--- src/rtl/qtr_emu_pkg.sv ---
// qtr_emu_pkg
//   Shared definitions for the RC-discharge reflectance sensor emulator:
//   FSM state encoding, default timing constants and the jitter LFSR
//   seed/tap constants (the LFSR is only built with QTR_EMU_JITTER_EN).
package qtr_emu_pkg;

  typedef enum logic [1:0] {
    IDLE   = 2'd0,
    CHARGE = 2'd1,
    DECAY  = 2'd2
  } qtr_state_e;

  localparam int DEF_CHARGE_MIN = 10;
  localparam int DEF_TIMEOUT    = 32768;

  // x^8 + x^6 + x^5 + x^4 + 1, a maximal-length polynomial (taps on bits 7,5,4,3)
  localparam logic [7:0] LFSR_SEED = 8'hA5;
  localparam logic [7:0] LFSR_TAPS = 8'hB8;

endpackage

--- src/rtl/qtr_emu_lfsr.sv ---
// qtr_emu_lfsr
//   8-bit Fibonacci LFSR that steps once per advance strobe. It supplies
//   the pseudo-random jitter added to the emulated decay time.
//   The module only exists in builds with QTR_EMU_JITTER_EN defined, so the
//   deterministic build carries no orphan module.
// Ports:
//   clock    system clock
//   reset    asynchronous active-low reset (loads LFSR_SEED)
//   advance  step the register by one position
//   value    current LFSR contents
`ifdef QTR_EMU_JITTER_EN
module qtr_emu_lfsr
  import qtr_emu_pkg::*;
(
  input  logic       clock,
  input  logic       reset,
  input  logic       advance,
  output logic [7:0] value
);

  // Shift left, feeding back the XOR of the tapped bits into bit 0.
  always_ff @(posedge clock or negedge reset) begin
    if (!reset) begin
      value <= LFSR_SEED;
    end else if (advance) begin
      value <= {value[6:0], ^(value & LFSR_TAPS)};
    end
  end

endmodule
`endif

--- src/rtl/qtr_sensor_emulator.sv ---
// qtr_sensor_emulator
//   Far end of the charge / release / timed-discharge sensor pin protocol.
//   After the controller has charged the pin for at least CHARGE_MIN cycles
//   and released it, the emulator holds the line high for a decay time
//   chosen by the commanded surface, then pulls it low and counts the read.
//   Optional build macro QTR_EMU_JITTER_EN adds 0..15 cycles of LFSR jitter
//   to each latched decay time; without it timing is fully deterministic.
// Ports:
//   clock         system clock
//   reset         asynchronous active-low reset
//   driveEnable   1 = controller drives the pin, 0 = pin released
//   driveSignal   level driven by the controller while driveEnable=1
//   surfaceBlack  1 = black surface, 0 = white surface
//   decayBlack    high time in cycles for black
//   decayWhite    high time in cycles for white
//   sensorOut     line level presented to the controller
//   busy          high while charging or decaying
//   shortCharge   sticky: a release arrived before CHARGE_MIN charge cycles
//   readCount     completed valid reads, wraps 255 -> 0
module qtr_sensor_emulator
  import qtr_emu_pkg::*;
#(
  parameter int WIDTH      = 16,
  parameter int CHARGE_MIN = DEF_CHARGE_MIN,
  parameter int TIMEOUT    = DEF_TIMEOUT
) (
  input  logic             clock,
  input  logic             reset,
  input  logic             driveEnable,
  input  logic             driveSignal,
  input  logic             surfaceBlack,
  input  logic [WIDTH-1:0] decayBlack,
  input  logic [WIDTH-1:0] decayWhite,
  output logic             sensorOut,
  output logic             busy,
  output logic             shortCharge,
  output logic [7:0]       readCount
);

  localparam int CW = $clog2(CHARGE_MIN + 1);
  localparam logic [CW-1:0]  CHARGE_DONE = CW'(CHARGE_MIN);
  localparam logic [WIDTH:0] DECAY_CAP   = (WIDTH + 1)'(TIMEOUT - 1);

  qtr_state_e       state, stateNext;
  logic [CW-1:0]    chargeCnt, chargeNext;
  logic [WIDTH-1:0] decayCnt, decayNext;
  logic             sensorNext, shortNext;
  logic [7:0]       countNext;
  logic             latchRead;
  logic [WIDTH-1:0] selDecay;
  logic [WIDTH:0]   sumN;
  logic [WIDTH-1:0] latchedN;

`ifdef QTR_EMU_JITTER_EN
  logic [7:0] lfsrValue;

  qtr_emu_lfsr u_lfsr (
    .clock   (clock),
    .reset   (reset),
    .advance (latchRead),
    .value   (lfsrValue)
  );
`endif

  // Decay time that would be latched if the pin were released this cycle.
  // The sum is one bit wider so jitter cannot wrap before the cap is applied.
  always_comb begin
    selDecay = surfaceBlack ? decayBlack : decayWhite;
`ifdef QTR_EMU_JITTER_EN
    sumN = {1'b0, selDecay} + {{(WIDTH - 3){1'b0}}, lfsrValue[3:0]};
`else
    sumN = {1'b0, selDecay};
`endif
    latchedN = (sumN > DECAY_CAP) ? DECAY_CAP[WIDTH-1:0] : sumN[WIDTH-1:0];
  end

  // Next-state and next-output logic. Outputs are computed here and
  // registered below so every output is a flop.
  always_comb begin
    stateNext  = state;
    chargeNext = chargeCnt;
    decayNext  = decayCnt;
    sensorNext = sensorOut;
    shortNext  = shortCharge;
    countNext  = readCount;
    latchRead  = 1'b0;
    case (state)
      IDLE: begin
        sensorNext = 1'b0;
        if (driveEnable && driveSignal) begin
          stateNext  = CHARGE;
          chargeNext = CW'(1);
        end
      end
      CHARGE: begin
        sensorNext = 1'b0;
        if (driveEnable) begin
          if (driveSignal) begin
            if (chargeCnt < CHARGE_DONE) chargeNext = chargeCnt + CW'(1);
          end else begin
            stateNext = IDLE;
          end
        end else if (chargeCnt >= CHARGE_DONE) begin
          latchRead = 1'b1;
          if (latchedN == '0) begin
            stateNext = IDLE;
            countNext = readCount + 8'd1;
          end else begin
            // Line rises on the edge that samples the release; decayCnt
            // holds the number of high cycles still to be shown.
            stateNext  = DECAY;
            decayNext  = latchedN;
            sensorNext = 1'b1;
          end
        end else begin
          stateNext = IDLE;
          shortNext = 1'b1;
        end
      end
      DECAY: begin
        if (driveEnable) begin
          sensorNext = 1'b0;
          decayNext  = '0;
          if (driveSignal) begin
            stateNext  = CHARGE;
            chargeNext = CW'(1);
          end else begin
            stateNext = IDLE;
          end
        end else begin
          decayNext = decayCnt - WIDTH'(1);
          if (decayCnt <= WIDTH'(1)) begin
            sensorNext = 1'b0;
            countNext  = readCount + 8'd1;
            stateNext  = IDLE;
          end
        end
      end
      default: begin
        stateNext  = IDLE;
        sensorNext = 1'b0;
      end
    endcase
  end

  // State and output registers; reset drops sensorOut immediately.
  always_ff @(posedge clock or negedge reset) begin
    if (!reset) begin
      state       <= IDLE;
      chargeCnt   <= '0;
      decayCnt    <= '0;
      sensorOut   <= 1'b0;
      busy        <= 1'b0;
      shortCharge <= 1'b0;
      readCount   <= 8'd0;
    end else begin
      state       <= stateNext;
      chargeCnt   <= chargeNext;
      decayCnt    <= decayNext;
      sensorOut   <= sensorNext;
      busy        <= (stateNext != IDLE);
      shortCharge <= shortNext;
      readCount   <= countNext;
    end
  end

endmodule

--- config.mk ---
export PLATFORM = sky130hd
export DESIGN_NAME = qtr_sensor_emulator
export DESIGN_NICKNAME = d
export VERILOG_FILES = /design/src/rtl/qtr_emu_pkg.sv /design/src/rtl/qtr_emu_lfsr.sv /design/src/rtl/qtr_sensor_emulator.sv
export SDC_FILE = /design/constraint.sdc
export NUM_CORES = 1
export LEC_CHECK = 0
export ABC_AREA = 1
export CAP_MARGIN = 40
export CORE_MARGIN = 3
export CORE_UTILIZATION = 31
export CTS_CLUSTER_DIAMETER = 40
export DETAILED_ROUTE_END_ITERATION = 10
export SLEW_MARGIN = 20
export SYNTH_ARGS = -nofsm -noshare
export SYNTH_HDL_FRONTEND = slang
export SYNTH_SLANG_ARGS = --single-unit
--- constraint.sdc ---
create_clock -name clock -period 1.8 [get_ports clock]
set_input_delay 0.45 -clock clock [delete_from_list [all_inputs] [get_ports clock]]
set_output_delay 0.45 -clock clock [all_outputs]
set_load 0.05 [all_outputs]
# Word-level counts from Yosys, hierarchy flattened
# Cells that the tools add are included.
dict set report word_totals {
  ff_bits 33
  in_bits 37
  output_inout_bits 11
  word_cells 76
}
dict set report classes {
  n_addsub 3
  n_lt_le_gt_ge 4
  eq_ne 15
  muxes 35
  bitwise_logic 2
  reduce_logical 10
}
# operator count
set ops {}
lappend ops {{16-bit two-way mux} 6}
lappend ops {{8-bit two-way mux} 5}
lappend ops {{16-bit case mux with 2 select lines} 1}
lappend ops {{4-bit two-way mux} 6}
lappend ops {{2-bit != test, second input constant} 12}
lappend ops {{16-bit by 15-bit > comparator with 1-bit output, second input constant} 1}
lappend ops {{16-bit by 1-bit less-or-equal comparator with 1-bit output, second input constant} 1}
lappend ops {{16-bit logical NOT} 1}
lappend ops {{8-bit case mux with 2 select lines} 1}
lappend ops {{16-bit by 1-bit subtractor with 16-bit output, second input constant} 1}
lappend ops {{2-bit two-way mux} 7}
lappend ops {{4-bit case mux with 3 select lines} 1}
lappend ops {{8-bit by 1-bit adder with 8-bit output, second input constant} 1}
lappend ops {{7-bit AND reduction} 1}
lappend ops {{1-bit two-way mux} 6}
lappend ops {{2-bit case mux with 3 select lines} 1}
lappend ops {{6-bit AND reduction} 1}
lappend ops {{4-bit by 1-bit adder with 4-bit output, second input constant} 1}
lappend ops {{4-bit >= comparator, second input constant} 1}
lappend ops {{4-bit less-than comparator, second input constant} 1}
lappend ops {{4-bit AND reduction} 1}
lappend ops {{2-bit nonzero test} 2}
lappend ops {{3-bit != test, second input constant} 1}
lappend ops {{3-bit AND reduction} 1}
lappend ops {{other kinds (7)} 8}

# Longest topological paths before layout
# Gate-level depths: netlist of the first run.
dict set report logic_depth {
  depth_word 9
  depth_mapped 14
  mapped_depth_nobuf 13
}

# Worst setup path before layout of the first run
# No wires, ideal clock.
dict set report synth_path {
  path_kind {input -> register}
  startpoint {in surfaceBlack}
  endpoint {reg readCount[3]}
  setup_time_ns 0.114
  arrival_time_ns 1.611
  required_time_ns 1.686
  setup_slack_ns 0.076
  stages 14
  path_buffers 2
  cell_sequence {buf_6 -> inv_6 -> nand2_1 -> nand2_4 -> inv_2 -> nor2_2 -> nand3_1 -> nor2_1 -> nand2_1 -> nand2_2 -> buf_6 -> nand4_1 -> nand2_1 -> inv_1}
}
dict set report synth_between {
  elab_chain_len 6
}
# item line_no
set synth_rtl {}
lappend synth_rtl {{from (decl)} qtr_sensor_emulator.sv:31} ;# input logic surfaceBlack,
lappend synth_rtl {{16-bit two-way mux *} qtr_sensor_emulator.sv:68} ;# selDecay = surfaceBlack ? decayBlack : decayWhite;
lappend synth_rtl {{16-bit by 15-bit > comparator with 1-bit output} qtr_sensor_emulator.sv:74} ;# latchedN = (sumN > DECAY_CAP) ? DECAY_CAP[WIDTH-1:0] : sumN[WIDTH-1:0];
lappend synth_rtl {{16-bit two-way mux *} qtr_sensor_emulator.sv:74}
lappend synth_rtl {{16-bit logical NOT *} qtr_sensor_emulator.sv:105} ;# if (latchedN == '0) begin
lappend synth_rtl {{2-bit != test (no line) *} -}
lappend synth_rtl {{6-bit AND reduction (no line) *} -}
lappend synth_rtl {{to (signal assigned)} qtr_sensor_emulator.sv:163} ;# readCount <= countNext;
lappend synth_rtl {{to (decl)} qtr_sensor_emulator.sv:37} ;# output logic [7:0] readCount
# Every way passes the cells marked *; elsewhere a longest branch is shown, timed or not.
# A chain may end at the register's enable or synchronous reset.

# Worst setup path in the final report of the first run
dict set report layout_path {
  startpoint {in decayWhite[15]}
  endpoint {reg decayCnt[7]}
}
dict set report layout_between {
  elab_chain_len 7
  word_cells_on_any_way 10
  classes_between {1 x order compare; 1 x eq/ne; 6 x mux; 2 x reduce/logical}
}
# item line_no
set layout_rtl {}
lappend layout_rtl {{from (decl)} qtr_sensor_emulator.sv:33} ;# input logic [WIDTH-1:0] decayWhite,
lappend layout_rtl {{16-bit two-way mux *} qtr_sensor_emulator.sv:68}
lappend layout_rtl {{16-bit by 15-bit > comparator with 1-bit output} qtr_sensor_emulator.sv:74}
lappend layout_rtl {{16-bit two-way mux *} qtr_sensor_emulator.sv:74}
lappend layout_rtl {{branches (longest 4 deep; another with 16-bit logical NOT)} -}
lappend layout_rtl {{to (signal assigned)} qtr_sensor_emulator.sv:159} ;# decayCnt <= decayNext;
lappend layout_rtl {{to (decl)} qtr_sensor_emulator.sv:46} ;# logic [WIDTH-1:0] decayCnt, decayNext;
# Every way passes the cells marked *. The select of a mux whose other input is x is not followed.

==> results.md, run 1 <==
* Combinational power share at 32.1%
* Aggregate global routing overflow at 0
* VDD IR max at 386 uV
* Initial antenna violation count at 0
* Setup WS post-layout at 73.6 ps
* Max Clock Skew at 6.75 ps
* DR WL/cell at 11.7 um
* Area of the multi-input gates at 1430 sq um
* Worst Setup End Kind: flop
* Synth Warn # at 0
* Residual DRC at 0
* Worst EP required at 2010 ps
* Rows at 31
* Die Wd at 94.3 um
* Commonest non-fill, non-tap cell in the layout: nand2_1
* CTS Buf Count at 5
* Ports at 48
* H-tree Lvls at 2
* Diodes inserted at 0
* Core area at 7410 sq um
* Dpl ws at -686 ps
* Root Driver: clkbuf_8
* Hold depth at 1
* Drt initial violations at 137
* Startpoint Class: input port
* Max-slew violation count at 0
* Clk Latency, worst-skew pair at 290 ps
* Hold crit path type: flop to flop
* Predominant post-synthesis flop cell: dfrtp_1
* Total Wirelength at 6710 um
* Fin crit share at 95.9%
* Avg Cell Area, Syn at 6.46 sq um
* Status: complete, no violations
* # fillers at 712
* Cells after synthesis at 374
* Clk pin slew, worst setup/hold paths at 70 ps
* Hpwl dp at 4600 um
* Die H at 94.3 um
* Vias at 2593
* Net Sw Power at 0.934 mW
* Min Tclk post-route at 1730 ps
* Clock power share at 30.5%
* Max-slew headroom at 70.6%
* Drt first pass iters at 4
* Cells after DPL at 550
* Vias in the first global route at 2282
* Sequential power share at 37.4%
* Internal at 1.83 mW
* Count of final setup violators at 0
* CTS Buffer Depth at 2
* Reg area at 826 sq um
* CTS tree: done
* Number of distinct library cells after synthesis at 36
* Max Fanout on Critical Path at 8
* Number of routed nets with antenna violations at 0
* Share of post-route cells with drive strength above 1 at 24.8%
* First-pass GRT wire length at 10500 um
* Slew at the pin with the worst max-slew slack at 440 ps
* Final net count at 516
* Core Util, Final at 49.7%
* Final Instance Count excl. Fillers at 574
* Synth-to-layout area growth at 52.5%
* Die ar. at 8880 sq um
* Pwr/cell area at 751 nW/um^2
* Sw Share at 33.8%
* Vias/cell at 4.52
* R2r setup slk at 120 ps
* Commonest cells after routing, fill and taps aside: nand2_1 (110), buf_4 (59), inv_1 (58)
* Number of synthesized flops with an enable pin at 0
* WP data arrival at 1940 ps
* Starting density of the core at 32.6%
* Pin count of the biggest net entering global routing at 34
* Worst Path Class, Setup: input port to flop
* Sequential area share after synthesis at 34.2%
* Cts hold-fix bufs at 0
* Post-synth ARST share at 100%
* Achievable Freq at 0.579 GHz
* Setup TNS at 0 ps
* Max_cap viols at 0
* CTS sink cnt at 33
* Synthesized Nets at 416
* R2R depth at 10
* IO Port Bufs at 47
* Leakage power at 1.98 nW
* Mapped Area at 2410 sq um
* Fin. Hold Viols at 0
* Synthesis-stage register bit count at 33
* RePlAce Congestion at 0.813
* Gr usage total at 14.7%
## through the flow
stage                     instance area (sq um)  hold slack, ps  power, mW
after global placement                     3220             445       1.81
after detailed placement                   3220             449       1.83
after CTS                                  3420             471       2.70
after floorplan                            2410             154       1.51
final                                      3680             470       2.77
after global routing                       3680             493       2.96
## path summary, 6_finish.rpt
check / startpoint / to
max in group asynchronous: reset / readCount[1]
worst max register to register: decayCnt[0] / readCount[4]
worst max-delay path: decayWhite[15] / decayCnt[7]
min in group asynchronous: reset / decayCnt[8]
worst min-delay path: shortCharge / shortCharge
worst min register to register: shortCharge / shortCharge
## state kept, by name, indices dropped and copies added, names as in the netlist
name,flops
busy,1
state,2
chargeCnt,4
decayCnt,16
readCount,8
shortCharge,1
sensorOut,1
## area by class of cell
cell class | instances | area share [%]
Clock inverter | 3 | 1.77
Multi-Input combinational cell | 272 | 38.8
Clock buffer | 5 | 1.87
Sequential cell | 33 | 22.4
Inverter | 61 | 6.35
Tap cell | 99 | 3.36
Timing Repair Buffer | 101 | 25.4
## synth_stat cells, types with 2 or more instances
| cell | instances | area share, % |
|---|---|---|
| nor2_1 | 30 | 4.7 |
| nand3_1 | 21 | 4.4 |
| a22oi_1 | 2 | 0.62 |
| a21o_1 | 2 | 0.62 |
| ha_1 | 5 | 2.6 |
| nor2_2 | 3 | 0.78 |
| o21ai_1 | 3 | 0.62 |
| o21ai_0 | 32 | 6.6 |
| inv_1 | 58 | 9.0 |
| or2_2 | 2 | 0.52 |
| nand4_1 | 8 | 2.1 |
| nor3_1 | 3 | 0.62 |
| o22ai_1 | 2 | 0.52 |
| inv_2 | 2 | 0.31 |
| dfrtp_1 | 33 | 34 |
| nand2_1 | 126 | 20 |
| a21oi_1 | 14 | 2.9 |
| buf_6 | 4 | 1.9 |
| xor2_1 | 3 | 1.1 |
| buf_2 | 2 | 0.41 |
| xnor2_1 | 2 | 0.73 |
| clkbuf_1 | 2 | 0.31 |
| buf_4 | 2 | 0.62 |
## metal layers
metal / track usage (%) / routed length, um
met1: 20.7 / 3170
met2: 22.9 / 3090
met3: 3.13 / 385
met4: 3.61 / 63
met5: 0 / 0
## power groups by stage
stage | registers (mW) | logic [mW] | clock network, mW
3_5_place_dp | 1.03 | 0.795 | 0
6_report | 1.03 | 0.889 | 0.843
5_1_grt | 1.06 | 1.01 | 0.891
4_1_cts | 1.02 | 0.811 | 0.866
2_1_floorplan | 1.07 | 0.445 | 0
3_3_place_gp | 1.03 | 0.779 | 0
## timing repair
item                                    CTS  global route
pin swaps                                 8            26
cloned                                    2             4
gates resized for setup                  12            61
endpoints found under the setup margin   27            25
buffers inserted                          3             7
## worst max-delay path, cell delays in order
cell	delay [ps]
dlygate4sd2_1	240
inv_1	60
nand2_2	80
nand2_2	120
nand2_1	90
nor2_1	100
nand2_1	90
nor2_4	150
nand3_2	120
nand3_4	140
clkbuf_16	190
nand2_2	40
o21ai_1	70
## kinds of logic (layout without fill, tap and decap cells)
family / Yosys count / in the layout / synth area share [%]
adders and majority gates: 5 / 5 / 2.59
AOI/OAI and AO/OA: 60 / 60 / 13.5
DFF: 33 / 33 / 34.2
buffers and inverters: 71 / 170 / 12.9
and+or+nand+nor: 200 / 202 / 35.0
xor gates and xnor gates: 5 / 5 / 1.81
Note: power is estimated with default switching activity, not from simulation.
==> run 2: changes to the inputs <==
Settings changed: CTS_CLUSTER_DIAMETER 40 to default.
Clock period 1.8 ns to 1.4 ns, I/O delays scaled along.
==> results.md, run 2 (synthesis gave the netlist of run 1 again) <==
* Max Clock Skew at 6.96 ps (+0.205 ps)
* Hpwl dp at 5080 um (+10%)
* Final Instance Count excl. Fillers at 643 (+12%)
* First-pass GRT wire length at 13500 um (+29%)
* Fin crit share at 120%
* Worst Setup End Kind: flop
* Placed inst area at 3680 sq um (+14%)
* Aggregate global routing overflow at 0 (unchanged)
* Max_cap viols at 0 (unchanged)
* WHS at 420 ps (-50.0 ps)
* Max Fanout on Critical Path at 6 (-2)
* Max-slew headroom at 82.1% (+11 points)
* Core area at 7410 sq um (unchanged)
* Status: finished, violations left
* Setup WS post-layout at -276 ps (-350 ps)
* Total Wirelength at 8920 um (+33%)
* Sequential power share at 28.7% (-8.7 points)
* Worst EP required at 1610 ps (-400 ps)
* Die Wd at 94.3 um (unchanged)
* Cells after DPL at 588 (+6.9%)
* Failing checks: negative setup slack
* Clock power share at 21.6% (-8.9 points)
* Setup TNS at -4610 ps (-4610 ps)
* CTS tree: done
* Most flop-heavy register: decayCnt
* CTS sink cnt at 33 (unchanged)
* Fin. Hold Viols at 0 (unchanged)
* Combinational power share at 49.6% (+18 points)
* Diodes inserted at 0 (unchanged)
* Residual DRC at 0 (unchanged)
* Drt initial violations at 133 (-2.9%)
* Net Sw Power at 1.56 mW (+67%)
* RePlAce Congestion at 0.871 (+7.1%)
* Rows at 31 (unchanged)
* Achievable Freq at 0.596 GHz
* Number of routed nets with antenna violations at 0 (unchanged)
* Setup crit start: decayCnt[0]
* Final net count at 585 (+13%)
* Root Driver: clkbuf_8
* R2R depth at 11 (+1)
* Reg2reg start: decayCnt[0]
* Sw Share at 35.7% (+2.0 points)
* IO Port Bufs at 47 (unchanged)
* Design area at 4770 sq um (+30%)
* Total power at 4.37 mW (+58%)
* Initial antenna violation count at 0 (unchanged)
* Internal at 2.81 mW (+53%)
* Max FFs per register at 16 (unchanged)
* WP data arrival at 1890 ps (-50 ps)
* Clk Latency, worst-skew pair at 290 ps (about the same)
* Max-slew violation count at 0 (unchanged)
* Commonest non-fill, non-tap cell in the layout: buf_4
* Count of final setup violators at 28 (+28)
* Share of post-route cells with drive strength above 1 at 46.3% (+21 points)
* Leakage power at 2.47 nW (+25%)
* Clk pin slew, worst setup/hold paths at 70 ps (about the same)
* Commonest cells after routing, fill and taps aside: buf_4 (97), nand2_1 (77), inv_1 (52)
* Drt first pass iters at 4 (unchanged)
* Vias/cell at 4.77 (+5.5%)
* Vias in the first global route at 3011 (+32%)
* Die H at 94.3 um (unchanged)
* Cts hold-fix bufs at 0 (unchanged)
* Worst Path Class, Setup: flop to flop
* Starting density of the core at 32.6% (unchanged)
* Synth-to-layout area growth at 97.6%
* Vias at 3065 (+18%)
* DR WL/cell at 13.9 um (+19%)
* R2r setup slk at -280 ps (-400 ps)
* Gr usage total at 19.2% (+4.5 points)
* VDD IR max at 412 uV (+6.8%)
* Pwr/cell area at 916 nW/um^2 (+22%)
* # fillers at 581 (-18%)
* Min Tclk post-route at 1680 ps
* Hold crit path type: input port to asynchronous set/reset pin
* Top Registers: decayCnt (16), readCount (8), chargeCnt (4)
* Die ar. at 8880 sq um (unchanged)
* CTS Buffer Depth at 2 (unchanged)
* H-tree Lvls at 2 (unchanged)
* Reg2reg end: decayCnt[12]
* Pin count of the biggest net entering global routing at 34 (unchanged)
* Slew at the pin with the worst max-slew slack at 267 ps (-174 ps)
* Startpoint Class: flop
* Ports at 48 (unchanged)
* Unrepaired setup endpoints after global routing: yes
* CTS Buf Count at 5 (unchanged)
run 2: cell type report:
type | instances | area, sq um | area share, %
inverter | 61 | 249 | 5.22
clock buffer | 7 | 86.3 | 1.81
timing repair buffer | 170 | 1660 | 34.9
tap | 99 | 124 | 2.60
sequential | 33 | 826 | 17.3
multi-input combinational | 271 | 1790 | 37.5
timing repair inverter | 1 | 6.26 | 0.131
clock inverter | 1 | 30.0 | 0.629
run 2: layer usage:
| layer | up-vias | routed length (um) | share of wire (%) | global-route usage [%] |
|---|---|---|---|---|
| li1 | 1526 | - | - | - |
| met2 | 95 | 4590 | 51 | 33.3 |
| met4 | 0 | 341 | 3.8 | 7.94 |
| met5 | - | 0 | 0 | 0 |
| met3 | 32 | 356 | 4.0 | 3.29 |
| met1 | 1412 | 3630 | 41 | 23.2 |
run 2: per-stage QoR:
stage	util, %	worst slack, ps
after global routing	64.4	-402
after detailed placement	49.7	-970
after CTS	60.7	-148
final	64.4	-276
after global placement	49.7	-888
after floorplan	-	-188
run 2: worst max path at each step:
stage	end	cells past startpoint
after floorplan	readCount[3]	14
after global placement	readCount[0]	13
after detailed placement	readCount[0]	13
after CTS	decayCnt[3]	14
after global routing	decayCnt[12]	11
final	decayCnt[12]	11
run 2: critical path, stage by stage, from the launching register on:
cell and delay, ps:
dfrtp_1 390, inv_2 90, ha_4 160, nand2_4 50, buf_6 130, nor2_4 160
nand2_4 100, o21ai_2 130, nand3_1 90, o21ai_1 100, inv_1 70, o21ai_1 120
run 2: what timing repair did:
action | CTS | global route
pin swaps | 38 | 37
buffers inserted | 41 | 6
gates resized for setup | 143 | 76
endpoints found under the setup margin | 28 | 33
endpoints found under the hold margin | 0 | 0
gates cloned | 5 | 0
run 2: power by group through the flow:
stage / Sequential (mW) / Combinational [mW] / Clock [mW]
2_1_floorplan: 1.37 / 0.597 / 0
3_3_place_gp: 1.25 / 1.54 / 0
3_5_place_dp: 1.26 / 1.56 / 0
4_1_cts: 1.25 / 1.88 / 0.960
5_1_grt: 1.28 / 2.34 / 0.996
6_report: 1.25 / 2.17 / 0.946
